`src/rtl/ace_snoop_buffer.sv`:
```
// ACE snoop-path register stage: independent AC/CD/CR FIFOs with an optional
// limiter on snoops accepted on AC but not yet answered on CR.

package ace_snoop_pkg;
  typedef struct packed {
    logic [31:0] addr;
    logic [3:0]  snoop;
    logic [2:0]  prot;
  } ac_chan_t;

  typedef struct packed {
    logic [63:0] data;
    logic        last;
  } cd_chan_t;

  typedef struct packed {
    logic [4:0] resp;
  } cr_chan_t;

  typedef struct packed {
    ac_chan_t ac;
    logic     ac_valid;
    logic     cd_ready;
    logic     cr_ready;
  } snoop_req_t;

  typedef struct packed {
    logic     ac_ready;
    cd_chan_t cd;
    logic     cd_valid;
    cr_chan_t cr_resp;
    logic     cr_valid;
  } snoop_resp_t;
endpackage

module ace_snoop_fifo #(
  parameter int unsigned Depth = 2,
  parameter type         T     = logic
) (
  input  logic clk,
  input  logic rst,
  input  logic push_valid,
  output logic push_ready,
  input  T     push_data,
  output logic pop_valid,
  input  logic pop_ready,
  output T     pop_data,
  output logic empty
);
  if (Depth == 0) begin : g_pass
    logic unused;
    assign unused     = clk ^ rst;
    assign push_ready = pop_ready;
    assign pop_valid  = push_valid;
    assign pop_data   = push_data;
    assign empty      = 1'b1;
  end else begin : g_fifo
    localparam int unsigned PtrW = (Depth > 1) ? $clog2(Depth) : 1;
    localparam int unsigned CntW = $clog2(Depth + 1);
    localparam logic [PtrW-1:0] LastPtr = PtrW'(Depth - 1);
    localparam logic [CntW-1:0] Full    = CntW'(Depth);

    // Storage rounded up to a power of two so the pointer indexes it exactly;
    // pointers wrap at Depth-1, so the spare entries are never addressed.
    T                mem [1 << PtrW];
    logic [PtrW-1:0] wr_ptr, rd_ptr;
    logic [CntW-1:0] fill;
    logic            push, pop;

    function automatic logic [PtrW-1:0] wrap_inc(input logic [PtrW-1:0] p);
      return (p == LastPtr) ? '0 : p + 1'b1;
    endfunction

    // Ready depends only on registered occupancy, so a pop never frees a slot
    // in the same cycle; this keeps ready_i and ready_o decoupled.
    assign push_ready = (fill != Full);
    assign pop_valid  = (fill != '0);
    assign empty      = (fill == '0);
    assign pop_data   = mem[rd_ptr];
    assign push       = push_valid && push_ready;
    assign pop        = pop_valid && pop_ready;

    always_ff @(posedge clk or posedge rst) begin
      if (rst) begin
        wr_ptr <= '0;
        rd_ptr <= '0;
        fill   <= '0;
      end else begin
        if (push) wr_ptr <= wrap_inc(wr_ptr);
        if (pop)  rd_ptr <= wrap_inc(rd_ptr);
        case ({push, pop})
          2'b10:   fill <= fill + 1'b1;
          2'b01:   fill <= fill - 1'b1;
          default: fill <= fill;
        endcase
      end
    end

    always_ff @(posedge clk) begin
      if (push) mem[wr_ptr] <= push_data;
    end
  end
endmodule

module ace_snoop_buffer #(
  parameter int unsigned AcDepth     = 2,
  parameter int unsigned CdDepth     = 2,
  parameter int unsigned CrDepth     = 2,
  parameter int unsigned MaxOutstand = 0,
  parameter type ac_chan_t    = ace_snoop_pkg::ac_chan_t,
  parameter type cd_chan_t    = ace_snoop_pkg::cd_chan_t,
  parameter type cr_chan_t    = ace_snoop_pkg::cr_chan_t,
  parameter type snoop_req_t  = ace_snoop_pkg::snoop_req_t,
  parameter type snoop_resp_t = ace_snoop_pkg::snoop_resp_t,
  localparam int unsigned CntW = (MaxOutstand == 0) ? 1 : $clog2(MaxOutstand + 1)
) (
  input  logic            clk_i,
  input  logic            rst_i,
  input  snoop_req_t      slv_req_i,
  output snoop_resp_t     slv_resp_o,
  output snoop_req_t      mst_req_o,
  input  snoop_resp_t     mst_resp_i,
  output logic [CntW-1:0] outstand_o,
  output logic            idle_o,
  output logic            err_o
);
  logic     ac_fifo_ready, ac_push_valid, ac_below;
  logic     ac_out_valid, cd_out_valid, cr_out_valid;
  logic     cd_in_ready, cr_in_ready;
  logic     ac_empty, cd_empty, cr_empty;
  ac_chan_t ac_out;
  cd_chan_t cd_out;
  cr_chan_t cr_out;

  // Count moves up/down by one; a CR with nothing outstanding saturates at zero.
  function automatic logic [CntW-1:0] cnt_next(input logic [CntW-1:0] c,
                                               input logic up, input logic down);
    case ({up, down})
      2'b10:   return c + 1'b1;
      2'b01:   return (c == '0) ? c : c - 1'b1;
      default: return c;
    endcase
  endfunction

  assign ac_push_valid = slv_req_i.ac_valid && ac_below;

  ace_snoop_fifo #(.Depth(AcDepth), .T(ac_chan_t)) u_ac (
    .clk(clk_i), .rst(rst_i),
    .push_valid(ac_push_valid), .push_ready(ac_fifo_ready), .push_data(slv_req_i.ac),
    .pop_valid(ac_out_valid), .pop_ready(mst_resp_i.ac_ready), .pop_data(ac_out),
    .empty(ac_empty)
  );

  ace_snoop_fifo #(.Depth(CdDepth), .T(cd_chan_t)) u_cd (
    .clk(clk_i), .rst(rst_i),
    .push_valid(mst_resp_i.cd_valid), .push_ready(cd_in_ready), .push_data(mst_resp_i.cd),
    .pop_valid(cd_out_valid), .pop_ready(slv_req_i.cd_ready), .pop_data(cd_out),
    .empty(cd_empty)
  );

  ace_snoop_fifo #(.Depth(CrDepth), .T(cr_chan_t)) u_cr (
    .clk(clk_i), .rst(rst_i),
    .push_valid(mst_resp_i.cr_valid), .push_ready(cr_in_ready), .push_data(mst_resp_i.cr_resp),
    .pop_valid(cr_out_valid), .pop_ready(slv_req_i.cr_ready), .pop_data(cr_out),
    .empty(cr_empty)
  );

  if (MaxOutstand == 0) begin : g_nolimit
    assign ac_below   = 1'b1;
    assign outstand_o = '0;
    assign err_o      = 1'b0;
  end else begin : g_limit
    localparam logic [CntW-1:0] Limit = CntW'(MaxOutstand);
    logic [CntW-1:0] cnt;
    logic            err, inc, dec;

    assign inc = ac_push_valid && ac_fifo_ready;
    assign dec = cr_out_valid && slv_req_i.cr_ready;

    always_ff @(posedge clk_i or posedge rst_i) begin
      if (rst_i) begin
        cnt <= '0;
        err <= 1'b0;
      end else begin
        cnt <= cnt_next(cnt, inc, dec);
        if (dec && cnt == '0) err <= 1'b1;
      end
    end

    assign ac_below   = (cnt < Limit);
    assign outstand_o = cnt;
    assign err_o      = err;
  end

  always_comb begin
    mst_req_o          = '0;
    mst_req_o.ac       = ac_out;
    mst_req_o.ac_valid = ac_out_valid;
    mst_req_o.cd_ready = cd_in_ready;
    mst_req_o.cr_ready = cr_in_ready;

    slv_resp_o          = '0;
    slv_resp_o.ac_ready = ac_fifo_ready && ac_below;
    slv_resp_o.cd       = cd_out;
    slv_resp_o.cd_valid = cd_out_valid;
    slv_resp_o.cr_resp  = cr_out;
    slv_resp_o.cr_valid = cr_out_valid;
  end

  assign idle_o = ac_empty && cd_empty && cr_empty && (outstand_o == '0);
endmodule
```
`config.mk`:
```
export PLATFORM = sky130hd
export DESIGN_NAME = ace_snoop_buffer
export DESIGN_NICKNAME = d
export VERILOG_FILES = /design/src/rtl/ace_snoop_buffer.sv
export SDC_FILE = /design/constraint.sdc
export NUM_CORES = 1
export LEC_CHECK = 0
export ABC_AREA = 1
export CORE_UTILIZATION = 52
export CTS_BUF_LIST = sky130_fd_sc_hd__clkbuf_16
export DETAILED_ROUTE_END_ITERATION = 10
export PLACE_DENSITY = 0.86
export SYNTH_ARGS = -nofsm -noshare
export SYNTH_HDL_FRONTEND = slang
export SYNTH_SLANG_ARGS = --single-unit
export TNS_END_PERCENT = 50
```
`constraint.sdc`:
```
create_clock -name clk_i -period 9.1 [get_ports clk_i]
set_input_delay 0.91 -clock clk_i [delete_from_list [all_inputs] [get_ports clk_i]]
set_output_delay 0.91 -clock clk_i [all_outputs]
set_load 0.01 [all_outputs]
```
==> flow_metrics.env <==
export IMPL_rsz0062_at_grt="false"
export IMPL_cts_tree="yes"
export IMPL_cts_sinks=230
export IMPL_gp_congestion=0.719
export IMPL_whs_path_depth=2
export IMPL_place_hpwl_um=11900
export IMPL_r2r_end="u_cd.g_fifo.mem[1][12]$_DFFE_PP_"
export IMPL_route_vias_total=5586
export IMPL_initial_core_util=0.537
export IMPL_drc=0
export IMPL_insertion_delay_ps=500
export IMPL_final_nets=1023
export IMPL_grt_pass1_wl_um=26700
export IMPL_post_cts_resized=0
export IMPL_die_x_um=131
export IMPL_reg2reg_slack_ps=6830
export IMPL_die_y_um=131
export IMPL_cts_max_path_buffers=3
export IMPL_dpl_cell_area_mm2=0.0111
export IMPL_antenna_found_initial=0
export IMPL_slew_headroom=0.250
export IMPL_ant_nets=0
export IMPL_reg2reg_from="u_cd.g_fifo.fill[0]$_DFFE_PP0P_"
export IMPL_fmax_mhz=304
export IMPL_firstDrtPassIters=4
export IMPL_final_area_mm2=0.0117
export IMPL_tightest_slew_ps=1120
export IMPL_synth_seq_area_share=0.794
export IMPL_timing_critical_path_fanout_max=41
export IMPL_hold_viol=0
export IMPL_grt_start_max_net_pins=67
export IMPL_htreeDepth=1
export IMPL_port_buffers=232
export IMPL_root_buffer="clkbuf_16"
export IMPL_drive_gt1_frac=0.0403
export IMPL_p_per_area_mw_per_mm2=319
export IMPL_gr_total_overflow=0
export IMPL_maxCapViolations=0
export IMPL_ioPinCount=235
export IMPL_die_area_mm2=0.0171
export IMPL_fp_row_count=46
export IMPL_tns_ps=0
export IMPL_r2r_cells=5
export IMPL_area_growth_pct=36.2
export IMPL_layout_common_cells="nand2_1 (362), clkdlybuf4s50_1 (232), edfxtp_1 (218), inv_1 (27), clkbuf_16 (23)"
export IMPL_cp_start_kind="register"
export IMPL_ys_warn_count=0
export IMPL_crit_path_end_kind="primary output"
export IMPL_drtIter0Drc=259
export IMPL_setup_viol=0
export IMPL_worst_hold_path_type="register to register"
export IMPL_drv_slew=0
export IMPL_clk_pin_slew_ps=60
export IMPL_hold_start="u_ac.g_fifo.wr_ptr$_DFFE_PP0P_"
export IMPL_ys_ff_latch=230
export IMPL_wl_um=18300
export IMPL_numCtsBuffers=22
export IMPL_required_ps=8190
export IMPL_vdd_drop_max_mv=0.222
export IMPL_synth_area_mm2=0.00863
export IMPL_post_cts_setup_buffer_count=0
export IMPL_outcome="complete, no violations"
export IMPL_ctsHoldBuffers=0
export IMPL_finClkSkew_ps=14.3
export IMPL_synthDistinctLibCells=16
export IMPL_fin_crit_sh=0.361
export IMPL_postSynthCellCount=670
export IMPL_leakage_uw=0.00468
export IMPL_cp_arrival_ps=2380
export IMPL_synth_avg_cell_area_um2=12.9
export IMPL_whs_endpoint="u_ac.g_fifo.wr_ptr$_DFFE_PP0P_"
export IMPL_grt_usage=0.208
export IMPL_core_area_mm2=0.0161
export IMPL_period_minus_slack_ps=3290
export IMPL_via_per_inst=4.93
export IMPL_grt_pass1_vias=5364
export IMPL_layout_commonest_cell="nand2_1"
export IMPL_critPathKind="register to primary output"
export IMPL_wl_per_cell_um=16.1
worst max path at each step:
| stage | from | to | slack [ps] | cells after the start |
|---|---|---|---|---|
| after global routing | u_ac.g_fifo.rd_ptr$_DFFE_PP0P_ | mst_req_o[36] | 5650 | 6 |
| after CTS | u_ac.g_fifo.rd_ptr$_DFFE_PP0P_ | mst_req_o[36] | 5770 | 6 |
| final | u_ac.g_fifo.rd_ptr$_DFFE_PP0P_ | mst_req_o[36] | 5810 | 6 |
| after detailed placement | mst_resp_i[6] | u_cd.g_fifo.mem[0][6]$_DFFE_PP_ | 6010 | 4 |
| after global placement | mst_resp_i[6] | u_cd.g_fifo.mem[1][6]$_DFFE_PP_ | 6000 | 4 |
| after floorplan | mst_resp_i[6] | u_cd.g_fifo.mem[1][0]$_DFFE_PP_ | 4870 | 2 |
synthesized netlist by cell type:
library cell | number | share of area
a21oi_1 | 2 | 0.0012
buf_2 | 17 | 0.0099
buf_4 | 13 | 0.011
clkbuf_1 | 1 | 0.00043
conb_1 | 1 | 0.00043
dfrtp_1 | 12 | 0.035
edfxtp_1 | 218 | 0.76
ha_1 | 3 | 0.0044
inv_1 | 22 | 0.0096
inv_2 | 1 | 0.00043
nand2_1 | 362 | 0.16
nand3_1 | 4 | 0.0023
nand4_1 | 3 | 0.0022
nor2_1 | 7 | 0.0030
nor3_1 | 1 | 0.00058
xnor2_1 | 3 | 0.0030
cell type report:
cell class                      instances  area [um2]
Multi-Input combinational cell        387        1530
Fill cell                             968        4310
Antenna cell                            1        2.50
Clock inverter                         15        58.8
Tap cell                              216         270
Clock buffer                           23         576
Timing Repair Buffer                  239        2370
Sequential cell                       230        6850
Inverter                               23        86.3
per-layer routing:
layer  global-route usage  wire length, um  vias up
li1                     -                -     2683
met3               0.0774             1830       35
met5                    0                0        -
met4               0.0751              512        0
met2                0.369             9470      216
met1                0.228             6500     2652
cell families (layout without fill, tap and decap cells):
group	Yosys count	after routing	share of synthesized area
flops	230	230	0.794
compound gates	2	2	0.00116
xor+xnor	3	3	0.00305
simple gates	377	377	0.166
other cells	1	3	0.000435
buf+inv	54	300	0.0316
fa+ha+maj	3	3	0.00435
flip-flops by register name (all words and copies together) (netlist names):
name,count
u_ac.g_fifo.rd_ptr,1
u_ac.g_fifo.mem,78
u_cr.g_fifo.fill,2
u_cr.g_fifo.mem,10
u_cr.g_fifo.rd_ptr,1
u_ac.g_fifo.fill,2
u_cr.g_fifo.wr_ptr,1
u_cd.g_fifo.wr_ptr,1
u_cd.g_fifo.rd_ptr,1
u_ac.g_fifo.wr_ptr,1
u_cd.g_fifo.fill,2
u_cd.g_fifo.mem,130
stage by stage:
stage          instances  setup WS [ps]  power [uW]  utilization  hold slack (ps)
6_report            1134           5810        3750        0.732              482
4_1_cts             1133           5770        3790        0.731              478
3_3_place_gp        1095           6000        2930        0.692              454
3_5_place_dp        1095           6010        2970        0.692              463
2_1_floorplan        671           4870        2240            -              442
5_1_grt             1133           5650        3970        0.731              505
where the power goes:
group          leakage, uW  switching, uW  internal [uW]
clock             0.000330            355            452
combinational      0.00218            785            641
sequential         0.00217           69.1           1450
total              0.00468           1210           2540
critical path, cell delays in order (launching register included):
cell             delay (ps)
dfrtp_1                 360
buf_4                   270
inv_1                    90
buf_4                   370
nand2_1                 110
nand2_1                  90
clkdlybuf4s50_1         560
Note: power is estimated with default switching activity, not from simulation.
